File: config.mk
export PLATFORM = sky130hd
export DESIGN_NAME = lif_neuron_array
export DESIGN_NICKNAME = d
export VERILOG_FILES = /design/src/rtl/lif_neuron_array.sv
export SDC_FILE = /design/constraint.sdc
export NUM_CORES = 1
export LEC_CHECK = 0
export CORE_MARGIN = 4
export CORE_UTILIZATION = 65
export CTS_CLUSTER_DIAMETER = 60
export DETAILED_ROUTE_END_ITERATION = 10
export PLACE_DENSITY = 0.85
export SLEW_MARGIN = 40
export SYNTH_ARGS = -nofsm -noshare
export SYNTH_HDL_FRONTEND = slang
export SYNTH_SLANG_ARGS = --single-unit
File: constraint.sdc
create_clock -name clk -period 17.4 [get_ports clk]
set_input_delay 3.48 -clock clk [delete_from_list [all_inputs] [get_ports clk]]
set_output_delay 3.48 -clock clk [all_outputs]
set_load 0.005 [all_outputs]
File: src/rtl/lif_neuron_array.sv
// Time-multiplexed leaky integrate-and-fire neuron array: one shared update datapath,
// per-neuron potential/refractory registers, 1-cycle latency, valid/ready on both sides.
module lif_neuron_array #(
    parameter int WIDTH       = 16,
    parameter int NUM_NEURONS = 8,
    parameter int REFRAC_W    = 4,
    localparam int ID_W       = (NUM_NEURONS > 1) ? $clog2(NUM_NEURONS) : 1,
    localparam int PW         = 2 * WIDTH
) (
    input  logic                clk,
    input  logic                reset,
    input  logic                clear,
    input  logic [WIDTH-1:0]    leak_factor,
    input  logic [WIDTH-1:0]    threshold,
    input  logic [WIDTH-1:0]    reset_potential,
    input  logic [REFRAC_W-1:0] refrac_period,
    input  logic                in_valid,
    output logic                in_ready,
    input  logic [ID_W-1:0]     in_id,
    input  logic [WIDTH-1:0]    in_current,
    output logic                out_valid,
    input  logic                out_ready,
    output logic [ID_W-1:0]     out_id,
    output logic                out_spike,
    output logic [WIDTH-1:0]    out_potential
);

    logic [WIDTH-1:0]    v_q  [NUM_NEURONS];
    logic [REFRAC_W-1:0] rc_q [NUM_NEURONS];

    logic                out_valid_q;
    logic [ID_W-1:0]     out_id_q;
    logic                out_spike_q;
    logic [WIDTH-1:0]    out_potential_q;

    logic                accept;
    logic                id_ok;
    logic [WIDTH-1:0]    v_cur;
    logic [REFRAC_W-1:0] rc_cur;
    logic [WIDTH-1:0]    leak;
    logic [WIDTH:0]      sum;
    logic [WIDTH-1:0]    vn;
    logic [WIDTH-1:0]    v_d;
    logic [REFRAC_W-1:0] rc_d;
    logic                spike_d;
    logic [WIDTH-1:0]    pot_d;

    assign id_ok    = ({1'b0, in_id} < (ID_W + 1)'(NUM_NEURONS));
    assign in_ready = !clear && (!out_valid_q || out_ready);
    assign accept   = in_valid && in_ready;

    always_comb begin
        v_cur   = '0;
        rc_cur  = '0;
        if (id_ok) begin
            v_cur  = v_q[in_id];
            rc_cur = rc_q[in_id];
        end
        // leak <= v_cur always, so the subtraction cannot wrap; only the add can overflow
        leak = WIDTH'((PW'(v_cur) * PW'(leak_factor)) >> WIDTH);
        sum  = {1'b0, v_cur} - {1'b0, leak} + {1'b0, in_current};
        vn   = sum[WIDTH] ? '1 : sum[WIDTH-1:0];

        v_d     = v_cur;
        rc_d    = rc_cur;
        spike_d = 1'b0;
        pot_d   = '0;
        if (id_ok) begin
            if (rc_cur != '0) begin
                rc_d  = rc_cur - REFRAC_W'(1);
                pot_d = v_cur;
            end else if (vn >= threshold) begin
                spike_d = 1'b1;
                v_d     = reset_potential;
                rc_d    = refrac_period;
                pot_d   = reset_potential;
            end else begin
                v_d   = vn;
                pot_d = vn;
            end
        end
    end

    always_ff @(posedge clk or posedge reset) begin
        if (reset) begin
            for (int i = 0; i < NUM_NEURONS; i++) begin
                v_q[i]  <= '0;
                rc_q[i] <= '0;
            end
            out_valid_q     <= 1'b0;
            out_id_q        <= '0;
            out_spike_q     <= 1'b0;
            out_potential_q <= '0;
        end else if (clear) begin
            for (int i = 0; i < NUM_NEURONS; i++) begin
                v_q[i]  <= '0;
                rc_q[i] <= '0;
            end
            out_valid_q <= 1'b0;
        end else if (accept) begin
            if (id_ok) begin
                v_q[in_id]  <= v_d;
                rc_q[in_id] <= rc_d;
            end
            out_valid_q     <= 1'b1;
            out_id_q        <= in_id;
            out_spike_q     <= spike_d;
            out_potential_q <= pot_d;
        end else if (out_ready) begin
            out_valid_q <= 1'b0;
        end
    end

    assign out_valid     = out_valid_q;
    assign out_id        = out_id_q;
    assign out_spike     = out_spike_q;
    assign out_potential = out_potential_q;

endmodule

==> flow_summary.toml, run 1 <==
[yosys]
synthesis.nets = 2429
synth-simple-area-share = 0.1838
yosys.area.top_type = "dfrtp_1"
ys.flop_type = "dfrtp_1"
mappedNetlistArea_um2 = 18670
seq_area_frac_synth = 0.2426
synthXorXnorAreaFrac = 0.01548
synth_cells = 2008
yosys.area_share.adder = 0.3152
synth_top_area_frac = 0.2426
synthDistinctLibCells = 67
synth_edf_count = 0
synth_compound_area_frac = 0.1291
synth_area_leaders = "dfrtp_1 24%, fa_1 22%, ha_1 9.1%"
synth_top_family_by_area = "adder cells"
synth.mux.area_fraction = 0.03733
synth-async-reset-ratio = 1.000
synth_area_per_cell_um2 = 9.298
yosys_warnings = 0
ys_seq_elements = 181

[setup_path]
worst_setup_path_start_kind = "input pin"
cp_num_buf_inv = 8
cp.arrival_ps = 16850
crit_top_cell = "fa_1"
worstSetupPathType = "input pin to flop"
cp.required_ps = 17660
max_stage_delay_ps = 670
cp-end-kind = "flop"
worstPathMaxFanout = 19
path_delay_family = "adder cells"
cp_slowest_cell = "o21ai_1"

[outcome]
status = "finished, final reports clean"

[sta]
skew_ps = 16.85
timing.fmax_ghz = 0.06027
hold_viol = 0
worstMarginPinSlew_ps = 889.1
fin_crit_ps = 16590
rsz0062_at_grt = "no"
finalCritPeriodShare = 0.9535
finalMaxSlewViolations = 0
whs_ps = 479.9
setup_viol = 0
maxSlewHeadroom = 0.4027
fin_ws_ps = 809.3
tns_ps = 0

[global_routing]
grt_usage = 0.3383
grt_pass1_vias = 16046
grt_pass1_wl_mm = 84.01
grt_overflow_total = 0
grt_max_degree = 104
antenna_found_initial = 0

[clock_tree]
cts_resized = 0
clock_sinks = 181
post_cts_buffers = 0
cts_hold_buf = 0
clockBufferDepth = 2
cts_tree = "yes"
clockRootBuffer = "clkbuf_16"
clk_latency_ps = 430
cts.clk_slew.worst_paths_ps = 60
h-tree-depth = 4
numCtsBuffers = 17

[die]
row_count = 61
core_region_area_um2 = 28090
chipHeight_um = 177.5
die_w_um = 177.5
start_util = 0.6647
num_io_pins = 98
fp.dieArea_um2 = 31500

[finish]
layout-drive-gt1-share = 0.06450
syn_to_final_growth_pct = 10.10
diodes = 0
fin_nets = 2472

[drt]
vias_per_cell = 6.378
wl_mm = 51.68
drtIter0Drc = 1915
num_vias = 15562
drtPass1Iterations = 7
post-route-drc-count = 0
drt-wirelength-per-cell_um = 21.18
antenna_left = 0

[pwr]
max-vdd-ir-drop_mv = 0.1138
total_power_mw = 2.105
leakage_nw = 9.851
p_per_area_nw_per_um2 = 102.4

[placement]
io_buffers = 97
place.gp.congestion = 0.9390
hpwl_mm = 37.31
dp_worst_setup_slack_ps = 751.5

[worst_hold_path]
hold_path.class = "flop to flop"

[run]
drv_cap = 0
## synth_stat cells, drive strengths merged (4+ instances only)
master,count
a22o,9
dfrtp,181
o211ai,6
a21oi,59
ha,136
mux2,14
xnor2,15
mux4,14
buf,19
a311oi,4
nor3b,5
o21ai,164
and2,109
nand2,252
a211oi,24
nor3,8
a2bb2oi,4
and3,9
a221o,11
o21bai,4
a31oi,5
fa,209
or2,6
inv,265
or3,4
xor2,18
nand4,8
a221oi,14
nand3,14
clkbuf,89
mux2i,22
o22ai,6
nand3b,135
nor2b,15
o21a,7
o31ai,5
nor2,70
a21o,23
a22oi,8
nand2b,13
o221ai,6
## worst min-delay path: cells and delay by family (launching register included)
kind            cells  cell delay (ps)
compound gates      1               60
flops               1              340
simple gates        1               50
## cell usage in the layout (no fill, tap or decap), types with 7 or more instances in the layout
cell             count
a211oi_1            24
a21o_1              23
a21oi_1             53
a221o_1             11
a221oi_1            12
a22o_1               9
a22oi_1              7
and2_1             109
and3_1               9
buf_4               33
clkbuf_16           17
clkdlybuf4s50_1     93
dfrtp_1            181
fa_1               209
ha_1               136
inv_1              264
mux2_2              14
mux2i_1             21
mux4_2              14
nand2_1            251
nand2b_1            13
nand3_1             10
nand3b_1           135
nand4_1              8
nor2_1              70
nor2b_1             15
o21a_1               7
o21ai_0            149
o21ai_1             13
xnor2_1             15
xor2_1              17
## worst paths after layout
kind,start,cells after the start,end,slack [ps]
setup / recovery,in_id[0],43,v_q[27],810
hold / removal,out_potential[12],2,out_potential[12],480
setup reg to reg,v_q[1],40,v_q[27],4430
hold reg to reg,out_potential[12],2,out_potential[12],480
max in group asynchronous,reset,3,v_q[72],12620
min in group asynchronous,reset,2,out_id[1],3550
## through the flow
| stage | cell area (um2) | utilization | cells |
|---|---|---|---|
| floorplan | 18670 | - | 2008 |
| global placement | 19970 | 0.7111 | 2410 |
| detailed placement | 19990 | 0.7117 | 2410 |
| CTS | 20540 | 0.7312 | 2440 |
| global route | 20560 | 0.7319 | 2440 |
| finish | 20560 | 0.7319 | 2440 |
## cell families (layout without fill, tap and decap cells)
group	after synthesis	in the layout
and+or+nand+nor	652	652
muxes	50	50
AOI/OAI and AO/OA	374	374
xor gates and xnor gates	33	33
buffers and inverters	373	427
adders and majority gates	345	345
DFF	181	181
## routing by layer
| metal | track usage | vias to the layer above | share of wire |
|---|---|---|---|
| met5 | 0 | - | 0 |
| met4 | 0.1173 | 0 | 0.038 |
| met3 | 0.1108 | 162 | 0.13 |
| met2 | 0.5082 | 986 | 0.44 |
| met1 | 0.4671 | 7673 | 0.39 |
| li1 | - | 6741 | - |
## power by group
| group | switching, mW | internal [mW] | leakage (nW) | total [mW] |
|---|---|---|---|---|
| logic | 0.768 | 0.501 | 7.09 | 1.27 |
| registers | 0.0194 | 0.451 | 2.49 | 0.470 |
| clock network | 0.166 | 0.200 | 0.267 | 0.367 |
| total | 0.953 | 1.15 | 9.85 | 2.10 |
## flip-flops by register name (all words and copies together) (netlist names)
name / count
out_valid: 1
out_id: 3
out_potential: 16
out_spike: 1
rc_q: 32
v_q: 128
## layout make-up
cell class              instances  area [um2]
clock buffers                  23       498.0
clock inverters                 7       47.55
fillers                      2036        7531
inverters                     265        1002
multi-input cells            1454       12780
flip-flops and latches        181        4529
well taps                     378       473.0
repair buffers                132        1230
Note: power is estimated with default switching activity, not from simulation.
==> run 2, diff against run 1 <==
- CORE_UTILIZATION: 65 -> 30
- PLACE_DENSITY: 0.85 -> default
- PLACE_DENSITY_LB_ADDON: default -> 0.08
==> flow_summary.toml, run 2 (synthesis gave the netlist of run 1 again) <==
[clock_tree]
cts_resized = 0
cts.clk_slew.worst_paths_ps = 60
clk_latency_ps = 450
cts_hold_buf = 0
clock_sinks = 181
clockRootBuffer = "clkbuf_16"
cts_tree = "yes"
clockBufferDepth = 2
numCtsBuffers = 17
h-tree-depth = 4
post_cts_buffers = 0

[setup_path]
crit_top_cell = "fa_1"
regToRegStartpoint = "v_q[68]"
cp_num_buf_inv = 9
cp.arrival_ps = 16430
cp.required_ps = 17690
cp_slowest_cell = "o221ai_2"
worstPathMaxFanout = 20
path_delay_family = "adder cells"
max_stage_delay_ps = 570
cp-end-kind = "flop"
cp-startpoint = "in_id[2]"
worstSetupPathType = "input pin to flop"
worst_setup_path_start_kind = "input pin"

[pwr]
p_comb_frac = 0.605
max-vdd-ir-drop_mv = 0.07733
power.net_switching_mw = 0.9817
power.share.switching = 0.4542
p_per_area_nw_per_um2 = 101.2
pwr-share-clk = 0.178
leakage_nw = 9.972
intPower_mw = 1.180
seqPwrFrac = 0.217

[sta]
worstMarginPinSlew_ps = 843.3
rsz0062_at_grt = "no"
skew_ps = 10.38
hold_viol = 0
finalMaxSlewViolations = 0
tns_ps = 0
finalCritPeriodShare = 0.9278
fin_crit_ps = 16140
timing.fmax_ghz = 0.06195
setup_viol = 0
maxSlewHeadroom = 0.4360

[run]
drv_cap = 0

[drt]
post-route-drc-count = 0
route.met3.wl_mm = 2.837
antenna_left = 0
maxUsedRoutingLayer = "met4"
num_vias = 14830
wl_met2_mm = 27.52
wl_met1_mm = 31.20
vias_per_cell = 5.084
wl_mm = 62.53
drtPass1Iterations = 5
drtIter0Drc = 1110
drt-wirelength-per-cell_um = 21.43

[die]
die_w_um = 257.5
num_io_pins = 98
core_region_area_um2 = 61710
row_count = 91
start_util = 0.3025
fp.dieArea_um2 = 66290
chipHeight_um = 257.5

[global_routing]
grt_usage = 0.1906
antenna_found_initial = 2
grt_pass1_vias = 15419
grt_pass1_wl_mm = 97.00
grt_overflow_total = 0
grt_max_degree = 135

[finish]
diodes = 0
syn_to_final_growth_pct = 14.38
stdcell_count = 2917
top_register = "v_q"
layout-drive-gt1-share = 0.07596
final_cell_mix = "264 x inv_1, 250 x nand2_1, 209 x fa_1"
fin_nets = 2490
layout_commonest_cell = "inv_1"
largest_reg_flops = 128
final_core_util = 0.3461

[worst_hold_path]
hold_path.class = "flop to flop"
min_from = "out_potential[1]"

[placement]
hpwl_mm = 45.83
place.gp.congestion = 0.8575
post-place-cells = 2886
io_buffers = 97

[outcome]
status = "finished, final reports clean"
-- run 2: final timing paths --
kind                               endpoint  slack [ps]  cells past startpoint
setup / recovery                    v_q[52]        1260                     45
hold / removal             out_potential[1]         480                      2
setup reg to reg                    v_q[52]        4980                     44
hold reg to reg            out_potential[1]         480                      2
max in group asynchronous          v_q[100]       12490                      4
min in group asynchronous          rc_q[19]        3450                      2
-- run 2: final cells by class --
cell class              count  area, um2
repair buffers            150       1370
multi-input cells        1454      12850
clock buffers              25      475.5
well taps                 837       1047
clock inverters             5      75.07
fillers                  6426      40360
flip-flops and latches    181       4529
inverters                 265       1007
-- run 2: stage by stage --
step	worst slack [ps]	total power [mW]	area (um2)	hold slack [ps]
6_report	1257	2.161	21360	477.2
5_1_grt	401.2	2.358	21360	502.7
4_1_cts	1264	2.180	21330	483.5
3_5_place_dp	803.5	1.784	20780	462.8
3_3_place_gp	950.5	1.782	20700	466.5
2_1_floorplan	2498	1.371	18670	441.9
-- run 2: tightest hold or removal path: cells and delay by family, from the launching register on --
| kind | cells | cell delay (ps) |
|---|---|---|
| AND/OR/NAND/NOR | 1 | 50 |
| AO/OA/AOI/OAI | 1 | 60 |
| flip-flops | 1 | 340 |
-- run 2: power by group through the flow --
stage	clock network [mW]	registers [mW]	logic (mW)
after floorplan	0	0.473	0.898
after global placement	0	0.478	1.30
after detailed placement	0	0.478	1.31
after CTS	0.394	0.470	1.32
after global routing	0.412	0.473	1.47
final	0.385	0.470	1.31
-- run 2: routing by layer --
metal / GRT usage / vias to the layer above
li1: - / 6787
met1: 0.2909 / 7651
met2: 0.2887 / 345
met3: 0.02647 / 47
met4: 0.03919 / 0
met5: 0 / -
==> run 3, diff against run 2 <==
- CORE_MARGIN: 4 -> 5
- CTS_CLUSTER_SIZE: default -> 24
==> flow_summary.toml, run 3 (synthesis gave the netlist of run 1 again) <==
[global_routing]
grt_pass1_wl_mm = 96.83
grt_usage = 0.1877
grt_pass1_vias = 15288
grt_max_degree = 111
antenna_found_initial = 2
grt_overflow_total = 0

[clock_tree]
h-tree-depth = 4
clock_sinks = 181
numCtsBuffers = 17
clk_latency_ps = 450
cts_resized = 0
post_cts_buffers = 0
clockBufferDepth = 2
cts.clk_slew.worst_paths_ps = 70
clockRootBuffer = "clkbuf_16"
cts_tree = "yes"
cts_hold_buf = 0

[sta]
fin_crit_ps = 16230
finalMaxSlewViolations = 0
rsz0062_at_grt = "no"
whs_ps = 480.1
timing.fmax_ghz = 0.06163
maxSlewHeadroom = 0.4182
hold_viol = 0
worstMarginPinSlew_ps = 870.9
tns_ps = 0
finalCritPeriodShare = 0.9325
skew_ps = 9.490
setup_viol = 0
fin_ws_ps = 1174

[pwr]
pwr-share-clk = 0.196
max-vdd-ir-drop_mv = 0.1082
seqPwrFrac = 0.212
intPower_mw = 1.221
p_comb_frac = 0.592
p_per_area_nw_per_um2 = 104.2
leakage_nw = 9.969
power.share.switching = 0.4527
power.net_switching_mw = 1.010

[die]
chipHeight_um = 259.5
fp.dieArea_um2 = 67320
core_region_area_um2 = 61710
die_w_um = 259.5
num_io_pins = 98
start_util = 0.3025
row_count = 91

[setup_path]
worst_setup_path_start_kind = "input pin"
reg2reg_to = "v_q[114]"
cp_slowest_cell = "nor2_1"
regToRegStartpoint = "v_q[123]"
max_stage_delay_ps = 690
cp-end-kind = "flop"
r2r_slack_ps = 4950
cp.required_ps = 17780
cp-startpoint = "in_id[0]"
crit_top_cell = "fa_1"
endpoint = "v_q[114]"
cp.arrival_ps = 16610
worstSetupPathType = "input pin to flop"
worstPathMaxFanout = 13
r2r_cells = 42

[finish]
largest_reg_flops = 128
top_register = "v_q"
syn_to_final_growth_pct = 14.74
final_core_util = 0.3471
layout_commonest_cell = "inv_1"
layout-drive-gt1-share = 0.07748
ff_latch_area_um2 = 4529
n_fill_cell = 6508
final_area_um2 = 21420
multiInputGateArea_um2 = 12860
final_cell_mix = "264 x inv_1, 250 x nand2_1, 209 x fa_1"
fin_nets = 2486

[run]
drv_cap = 0

[placement]
hpwl_mm = 46.55
io_buffers = 97
dp_worst_setup_slack_ps = 641.9
place.gp.congestion = 0.8159
placed_area_um2 = 20740

[worst_hold_path]
hold_path.class = "flop to flop"
min_from = "out_potential[11]"

[drt]
vias_per_cell = 5.073
antenna_left = 0
drt-wirelength-per-cell_um = 21.55
num_vias = 14792
drtIter0Drc = 1122
wl_mm = 62.84
drtPass1Iterations = 5
post-route-drc-count = 0

[outcome]
status = "finished, final reports clean"
==> run 3: cell count changes in the layout (fill, tap and decap cells not counted), moves of 2 or more <==
cell / change
buf_2: -3
clkbuf_1: -5
clkdlybuf4s50_1: +2
buf_4: -3
clkinvlp_4: +6
bufinv_16: +3
==> run 3: critical path, delay by kind of cell <==
family	cells	cell delay (ps)
xor gates and xnor gates	2	690
buffers and inverters	7	1490
AOI/OAI and AO/OA	15	3820
and+or+nand+nor	9	2520
adders and majority gates	10	4570
==> run 3: power groups by stage <==
stage	clock network [mW]	logic (mW)	registers, mW
after floorplan	0	0.898	0.473
after global placement	0	1.31	0.481
after detailed placement	0	1.32	0.481
after CTS	0.446	1.33	0.473
after global routing	0.463	1.48	0.475
final	0.438	1.32	0.472
==> run 3: how the worst min path moves through the flow <==
stage / to / slack (ps) / cells past startpoint
after floorplan: v_q[126] / 440 / 2
after global placement: out_id[1] / 460 / 2
after detailed placement: out_potential[11] / 470 / 2
after CTS: out_potential[11] / 490 / 2
after global routing: out_potential[11] / 500 / 2
final: out_potential[11] / 480 / 2
==> run 3: cell type report <==
type	instances	share of cell area
clock buffers	19	0.02068
well taps	837	0.04888
multi-input cells	1454	0.6003
diodes	1	0.0001168
repair buffers	146	0.06203
inverters	265	0.04702
flip-flops and latches	181	0.2114
clock inverters	13	0.009578
==> run 3: layer usage <==
layer | vias up | track usage | routed length, um
met1 | 7600 | 0.2845 | 30850
met2 | 372 | 0.2846 | 27810
met4 | 0 | 0.03141 | 818
li1 | 6780 | - | -
met5 | - | 0 | 0
met3 | 40 | 0.03375 | 3364
==> run 3: metrics by stage <==
stage	total power, mW	instances
finish	2.232	2916
global route	2.423	2915
CTS	2.248	2915
detailed placement	1.801	2883
global placement	1.792	2882
floorplan	1.371	2008
